===== src/rtl/array_rw_initiator_pkg.sv =====
// Shared definitions for the array_rw_initiator block.
//   state_e     : controller FSM states (zero-fill, then normal operation)
//   RESP_DEPTH  : entries in the read-response FIFO (also the read credit limit)
//   RESP_CNT_W  : width of the FIFO occupancy count
//   resp_ptr_inc: wrap-around increment for FIFO pointers
package array_rw_initiator_pkg;

  typedef enum logic {
    ST_INIT = 1'b0,
    ST_RUN  = 1'b1
  } state_e;

  localparam int RESP_DEPTH = 3;
  localparam int RESP_CNT_W = 2;

  // Pointers walk 0,1,2,0,... because the depth is not a power of two.
  function automatic logic [RESP_CNT_W-1:0] resp_ptr_inc(input logic [RESP_CNT_W-1:0] p);
    return (p == RESP_CNT_W'(RESP_DEPTH - 1)) ? '0 : p + 1'b1;
  endfunction

endpackage


===== src/rtl/resp_fifo.sv =====
// 3-entry synchronous FIFO holding read data until the consumer takes it.
// Ports:
//   clock, reset          : clock, asynchronous active-high reset
//   push, push_data       : write one entry (ignored when full)
//   pop                   : discard the head entry (ignored when empty)
//   head_data             : current head entry, meaningful when count != 0
//   count                 : occupancy, 0..RESP_DEPTH
// Push and pop in the same cycle leave the occupancy unchanged.
module resp_fifo
  import array_rw_initiator_pkg::*;
#(
  parameter int DATA_W = 392
) (
  input  logic                  clock,
  input  logic                  reset,
  input  logic                  push,
  input  logic [DATA_W-1:0]     push_data,
  input  logic                  pop,
  output logic [DATA_W-1:0]     head_data,
  output logic [RESP_CNT_W-1:0] count
);

  logic [DATA_W-1:0]     store [RESP_DEPTH];
  logic [RESP_CNT_W-1:0] wr_ptr;
  logic [RESP_CNT_W-1:0] rd_ptr;
  logic                  do_push;
  logic                  do_pop;

  assign do_push   = push && (count != RESP_CNT_W'(RESP_DEPTH));
  assign do_pop    = pop && (count != '0);
  assign head_data = store[rd_ptr];

  always_ff @(posedge clock or posedge reset) begin
    if (reset) begin
      wr_ptr <= '0;
      rd_ptr <= '0;
      count  <= '0;
    end else begin
      if (do_push) wr_ptr <= resp_ptr_inc(wr_ptr);
      if (do_pop)  rd_ptr <= resp_ptr_inc(rd_ptr);
      case ({do_push, do_pop})
        2'b10:   count <= count + 1'b1;
        2'b01:   count <= count - 1'b1;
        default: count <= count;
      endcase
    end
  end

  // Data storage needs no reset: entries are only read after being written.
  always_ff @(posedge clock) begin
    if (do_push) store[wr_ptr] <= push_data;
  end

endmodule


===== src/rtl/array_rw_initiator.sv =====
// Request-side controller for a single-port, 1-cycle-latency SRAM macro.
// After reset it zero-fills every entry (INIT), then forwards read/write
// requests to the macro (RUN) and returns read data in request order.
// Ports:
//   clock, reset                 : sole clock, asynchronous active-high reset
//   req_*                        : request channel (valid/ready)
//   resp_valid/resp_ready/resp_data : response channel (valid/ready)
//   init_done                    : zero-fill finished
//   mem_*                        : macro RW port (mem_rdata valid the cycle
//                                  after a read-enable cycle only)
//   fsm_state                    : current FSM state, for observation
// Handshake: a transfer happens on a rising clock edge where valid && ready
// are both high; valid does not depend on ready, and req_ready never depends
// on resp_ready.
module array_rw_initiator
  import array_rw_initiator_pkg::*;
#(
  parameter int ADDR_W = 2,
  parameter int DATA_W = 392,
  parameter int MASK_W = 4
) (
  input  logic              clock,
  input  logic              reset,
  input  logic              req_valid,
  output logic              req_ready,
  input  logic              req_write,
  input  logic [ADDR_W-1:0] req_addr,
  input  logic [MASK_W-1:0] req_wmask,
  input  logic [DATA_W-1:0] req_wdata,
  output logic              resp_valid,
  input  logic              resp_ready,
  output logic [DATA_W-1:0] resp_data,
  output logic              init_done,
  output logic [ADDR_W-1:0] mem_addr,
  output logic              mem_en,
  output logic              mem_wmode,
  output logic [MASK_W-1:0] mem_wmask,
  output logic [DATA_W-1:0] mem_wdata,
  input  logic [DATA_W-1:0] mem_rdata,
  output logic              fsm_state
);

  localparam logic [ADDR_W-1:0] LAST_ADDR = '1;

  state_e                state;
  state_e                state_nxt;
  logic [ADDR_W-1:0]     init_cnt;
  logic                  rd_inflight;  // a read was accepted last cycle
  logic                  rd_accept;
  logic                  rd_credit;
  logic [RESP_CNT_W-1:0] fifo_count;

  // Reads may only be accepted while the FIFO can absorb every read already
  // issued, so the FIFO never overflows even with resp_ready held low.
  assign rd_credit = ({1'b0, fifo_count} + {{RESP_CNT_W{1'b0}}, rd_inflight})
                     < (RESP_CNT_W+1)'(RESP_DEPTH);
  assign rd_accept = req_valid && req_ready && !req_write;

  always_ff @(posedge clock or posedge reset) begin
    if (reset) begin
      state       <= ST_INIT;
      init_cnt    <= '0;
      rd_inflight <= 1'b0;
    end else begin
      state       <= state_nxt;
      rd_inflight <= rd_accept;
      if (state == ST_INIT) init_cnt <= init_cnt + 1'b1;
    end
  end

  always_comb begin
    state_nxt = state;
    req_ready = 1'b0;
    mem_en    = 1'b0;
    mem_wmode = 1'b0;
    mem_addr  = req_addr;
    mem_wmask = req_wmask;
    mem_wdata = req_wdata;
    case (state)
      ST_INIT: begin
        // Gated by reset so the macro stays idle while reset is held.
        mem_en    = !reset;
        mem_wmode = !reset;
        mem_addr  = init_cnt;
        mem_wmask = '1;
        mem_wdata = '0;
        if (init_cnt == LAST_ADDR) state_nxt = ST_RUN;
      end
      ST_RUN: begin
        req_ready = req_write ? 1'b1 : rd_credit;
        mem_en    = req_valid && req_ready;
        mem_wmode = req_write;
      end
      default: state_nxt = ST_INIT;
    endcase
  end

  // mem_rdata is only captured in the cycle after an accepted read.
  resp_fifo #(.DATA_W(DATA_W)) u_resp_fifo (
    .clock     (clock),
    .reset     (reset),
    .push      (rd_inflight),
    .push_data (mem_rdata),
    .pop       (resp_ready),
    .head_data (resp_data),
    .count     (fifo_count)
  );

  assign resp_valid = (fifo_count != '0);
  assign init_done  = (state == ST_RUN);
  assign fsm_state  = state;

endmodule


===== config.mk =====
export PLATFORM = sky130hd
export DESIGN_NAME = array_rw_initiator
export DESIGN_NICKNAME = d
export VERILOG_FILES = /design/src/rtl/array_rw_initiator_pkg.sv /design/src/rtl/resp_fifo.sv /design/src/rtl/array_rw_initiator.sv
export SDC_FILE = /design/constraint.sdc
export NUM_CORES = 1
export LEC_CHECK = 0
export ABC_AREA = 1
export BUFFER_PORTS_ARGS = -buffer_cell sky130_fd_sc_hd__buf_2
export CAP_MARGIN = 25
export CORE_AREA = 2 2 616 618
export DETAILED_ROUTE_END_ITERATION = 8
export DIE_AREA = 0 0 618 620
export SLEW_MARGIN = 20
export SYNTH_ARGS = -nofsm -noshare
export SYNTH_HDL_FRONTEND = slang
export SYNTH_SLANG_ARGS = --single-unit

===== constraint.sdc =====
create_clock -name clock -period 19.5 [get_ports clock]
set_input_delay 2.925 -clock clock [delete_from_list [all_inputs] [get_ports clock]]
set_output_delay 2.925 -clock clock [all_outputs]
set_load 0.01 [all_outputs]

# Word level (Yosys, flattened, before mapping)
# Memories as Yosys holds them, arrays and structs flattened.
# Cells that the tools add are included.
# Widths: inputs -> output; s select.
op_classes:
  bitwise_logic: 1
  n_lt_le_gt_ge: 1
  eq_ne: 6
  mux: 14
  add_sub_neg: 6
  reduce_logical: 9
ops:
  columns: ["op", "count"]
  rows:
  - ["$mux 392", 1]
  - ["$add 2x1->2 const B", 4]
  - ["$eq 2x2->1 const B", 4]
  - ["$mux 1", 6]
  - ["$mux 2", 3]
  - ["$logic_and 1x1->1", 5]
  - ["$mux 4", 1]
  - ["$pmux 1 s2", 2]
  - ["$pmux 2 s2", 1]
  - ["$reduce_bool 2->1", 2]
  - ["$add 2x1->3", 1]
  - ["$lt 3x2->1 const B", 1]
  - ["$eq 2x1->1 const B", 1]
  - ["$logic_not 1->1", 2]
  - ["$ne 2x2->1 const B", 1]
  - ["$sub 2x1->2 const B", 1]
  - ["$not 1->1", 1]
word_totals:
  regBits: 10
  out_inout_bits: 796
  n_memories: 1
  ramBits: 1176
memory_table:
  columns: ["name", "depth", "width", "rd", "rd_clocked_by_memory_dff", "wr", "line", "text"]
  rows:
  - ["u_resp_fifo.store", 3, 392, 1, 0, 1, "resp_fifo.sv:23", "logic [DATA_W-1:0] store [RESP_DEPTH];"]

# Longest topological paths before layout
depth:
  depth_word: 6
  depth_mapped: 10

# Hierarchy
# From an unflattened synthesis, not the netlist that was laid out.
hier_totals:
  cells_unflattened: 3782
  area_unflattened_um2: 46079.2
modules_own_cells:
  columns: ["mod", "cells_each", "area_per_inst_um2", "n_inst"]
  rows:
  - ["resp_fifo", 2916, 42604.6, 1]
  - ["array_rw_initiator", 866, 3474.6, 1]

# Worst setup path after synthesis
# OpenSTA, ideal clock, no wires.
synth_timing:
  kind: "register to register"
  from: "reg u_resp_fifo.count[0]"
  to: "mem u_resp_fifo.store[2][0], enable pin"
  setup_time_ns: 1.155
  synth_period_minus_slack_ns: 18.174
  t_arrival_ns: 17.019
  setup_slack_ns: 1.326
  path_stages_with_launch: 4
  path_cell_list: "dfrtp_1 -> a21boi_0 -> inv_1 -> nor2_1"
synth_via:
  elab_chain_cells: 4
synth_rtl:
  columns: ["item", "line", "text"]
  rows:
  - ["from (decl)", "resp_fifo.sv:20", "output logic [RESP_CNT_W-1:0] count"]
  - ["from (signal assigned)", "resp_fifo.sv:42", "2'b10: count <= count + 1'b1;"]
  - ["from (signal assigned)", "resp_fifo.sv:43", "2'b01: count <= count - 1'b1;"]
  - ["from (signal assigned)", "resp_fifo.sv:44", "default: count <= count;"]
  - ["$ne 2x2->1", "resp_fifo.sv:29", "assign do_push = push && (count != RESP_CNT_W'(RESP_DEPTH));"]
  - ["$logic_and 1x1->1", "resp_fifo.sv:29", null]
  - ["$mux 1", "resp_fifo.sv:51", "if (do_push) store[wr_ptr] <= push_data;"]
  - ["$mux 1 (implied by the code)", "resp_fifo.sv:51", null]
  - ["to (decl)", "resp_fifo.sv:23", null]
# Every way passes these cells.

# Worst setup path in the final report
layout_timing:
  from: "reg u_resp_fifo.rd_ptr[1]"
  to: "out resp_data[161]"
layout_via:
  elab_chain_cells: 1
layout_rtl:
  columns: ["item", "line", "text"]
  rows:
  - ["from (decl)", "resp_fifo.sv:25", "logic [RESP_CNT_W-1:0] rd_ptr;"]
  - ["from (signal assigned)", "resp_fifo.sv:40", "if (do_pop) rd_ptr <= resp_ptr_inc(rd_ptr);"]
  - ["$mem_v2 3x392", null, null]
  - ["to (decl)", "array_rw_initiator.sv:32", "output logic [DATA_W-1:0] resp_data,"]
# Every way passes these cells.

==> metrics.cfg <==
[yosys]
synth_simple_gate_area_share_pct = 17.5
postSynthNetCount = 4583
synthesis.yosys.warnings = 0
yosys.area_share.xor_xnor_pct = 0.0381
synth.cell_area_sq_um = 46000
synth_area_leader_cell = edfxtp_1
yosys.cell_types.count = 20
synth_compound_area_share_pct = 0.0489
synth.ff_latch_count = 1186
netlist.area_leader.share_pct = 76.7
synth.avg_cell_area_sq_um = 12.2
synthAdderAreaFrac_pct = 0.109
synth.yosys.seq_area_share_pct = 77.3
synth_top_cells_by_area = edfxtp_1 77%, nand2_1 13%, nand3_1 4.3%
syn-instance-count = 3784
synth_top_family_by_area = simple AND/OR/NAND/NOR gates
muxShareOfSynthArea_pct = 0

[routing]
vias = 37200
post-route-drc-count = 0
drtPass1Iterations = 8
postRouteAntennaNets = 0
route.detailed.wl_per_inst_um = 28.7
postRouteWirelength_um = 307000
drt_iter0_markers = 4403
via_per_inst = 3.48

[cts]
path_clk_slew_ps = 60
cts_inserted_buffers = 139
cts-root-buf = clkbuf_16
cts_setup_buffers = 0
cts_resized = 0
cts_tree = built
clk-insertion-delay-late_ps = 860
cts_sinks = 1186
htree_levels = 4
postCtsHoldBufs = 0
clockBufferDepth = 4

[finish]
syn2layout_area_growth_pct = 40.8
number_of_non_filler_instances_in_the_completed_layout = 10700
final_layout_size_suffix_gt1_share_pct = 33.5
post_route_cell_area_sq_um = 64800
fillers = 41900
multi_input_area_sq_um = 8150
layout.area.seq_sq_um = 35600
layout.nets = 6179

[pwr]
total_leakage_power_nw = 26.8
worst_voltage_drop_across_the_vdd_grid_mv = 0.169
powerDensity_nw_per_um2 = 134

[sta]
achievable_freq_mhz = 135
period_minus_slack_ps = 7390
setup-tns-final_ps = 0
setup_slack_ps = 12110
timing.final.setup_violations = 0
worst_slew_margin_rel_pct = 26.7
tightest_slew_ps = 1100
fin_skew_ps = 95.8
final.period_utilization_pct = 37.9
hold_slack_ps = 506
finalHoldViolCount = 0
slew_viol_final = 0
grt_setup_unrepaired = no

[placement]
postPlaceCellArea_sq_um = 59900
dpl.cell_count = 10300
dp_hpwl_um = 256000
pre_cts_setup_slack_ps = 12540
finalWeightedCongestion = 0.989
portBuffers = 1590

[floorplanning]
io-pin-count = 1591
coreArea_sq_um = 377000
die_w_um = 618
floorplan.die_area_sq_um = 383000
chipHeight_um = 620
initial_core_util_pct = 12.2
num_rows = 226

[worst_setup_path]
worst-endpoint-arrival_ps = 4460
timing.setup.critical_path_class = flip-flop to primary output
timing.critical_path.from_type = flip-flop
worst_r2r_src = u_resp_fifo.count[1]
critical_path_required_ps = 16570
timing.critical_path.fanout_max = 55
timing.critical_path.to_type = primary output
timing.critical_path.from = u_resp_fifo.rd_ptr[1]

[global_routing]
global_route.usage.total_pct = 15.1
grt_pass1_wl_um = 370000
grt_antenna_before_repair = 269
first_global_vias = 33100
globalRouteOverflowTotal = 0
grt_start_max_net_pins = 137

[run]
max_cap_viols = 0

[run_status]
run_status = completed

[min_path]
timing.hold.worst.start = u_resp_fifo.wr_ptr[1]
holdCritPathClass = flip-flop to flip-flop

==> worst paths after layout <==
check / end / slack, ps / cells after the start
max: resp_data[161] / 12110 / 6
min: u_resp_fifo.wr_ptr[1] / 510 / 2
max reg2reg: u_resp_fifo.store[2][185] / 15350 / 6
min reg2reg: u_resp_fifo.wr_ptr[1] / 510 / 2
max in group asynchronous: fsm_state / 16850 / 2
min in group asynchronous: u_resp_fifo.rd_ptr[1] / 2280 / 2
==> cells by family (layout without fill, tap and decap cells) <==
| family | after synthesis | count (layout) |
|---|---|---|
| AO/OA/AOI/OAI | 4 | 4 |
| XOR/XNOR | 2 | 2 |
| adder cells (fa/ha/maj) | 4 | 4 |
| buffers and inverters | 583 | 2281 |
| flip-flops | 1186 | 1186 |
| other | 0 | 212 |
| AND/OR/NAND/NOR | 2005 | 2005 |
==> report_power, final <==
group          internal, W  switching [W]  total [W]
sequential         0.00311      0.0000707    0.00318
clock              0.00143        0.00110    0.00253
combinational     0.000739        0.00220    0.00294
==> sequential cells by signal, summed over array words and instances, names as in the netlist <==
signal	cells
u_resp_fifo.wr_ptr	2
rd_inflight	1
u_resp_fifo.count	2
u_resp_fifo.rd_ptr	2
u_resp_fifo.store	1176
fsm_state	1
init_cnt	2
==> synth_stat cells <==
| master | n |
|---|---|
| nand3_1 | 396 |
| nor2_2 | 1 |
| a21boi_0 | 1 |
| xnor2_1 | 2 |
| ha_1 | 4 |
| inv_1 | 407 |
| a21oi_1 | 2 |
| edfxtp_1 | 1176 |
| or2_2 | 5 |
| nand4_1 | 2 |
| nand2_1 | 1599 |
| buf_1 | 11 |
| nor2_4 | 1 |
| buf_2 | 101 |
| inv_2 | 1 |
| clkbuf_1 | 62 |
| nor2_1 | 1 |
| o21ai_0 | 1 |
| dfrtp_1 | 10 |
| buf_4 | 1 |
==> metrics by stage <==
stage | power, W | util [%]
floorplan | 0.00461 | -
global placement | 0.00621 | 15.9
detailed placement | 0.00620 | 15.9
CTS | 0.00874 | 17.0
global route | 0.00901 | 17.1
finish | 0.00865 | 17.2
==> cell type report <==
type,instances,share of cell area (%)
timing repair buffer,1630,12.8
tap,5016,9.69
antenna,212,0.819
clock inverter,75,1.23
sequential,1186,54.9
multi-input combinational,2015,12.6
inverter,408,2.39
clock buffer,168,5.57
==> layout by cell type, fill, tap and decap left out, drive strengths merged, types with 3 or more instances in the layout <==
cell type / netlist / routed
ha: 4 / 4
diode: 0 / 212
clkbuf: 62 / 168
nand3: 396 / 396
nor2: 3 / 3
clkinv: 0 / 55
or2: 5 / 5
nand2: 1599 / 1599
edfxtp: 1176 / 1176
bufinv: 0 / 7
buf: 113 / 1630
inv: 408 / 414
dfrtp: 10 / 10
clkinvlp: 0 / 7
==> layer usage <==
layer	vias up	routed length, um	global-route usage, %
met2	2374	152000	25.9
met1	18200	110000	16.6
met4	68	13800	6.66
li1	16000	-	-
met3	658	31000	5.63
met5	-	440	0.391
==> worst max-delay path: stages, from the launching register on <==
cell	delay (ps)
dfrtp_4	930
buf_4	530
buf_4	640
buf_4	690
nand2_1	110
nand3_1	370
buf_2	210
Note: power is estimated with default switching activity, not from simulation.
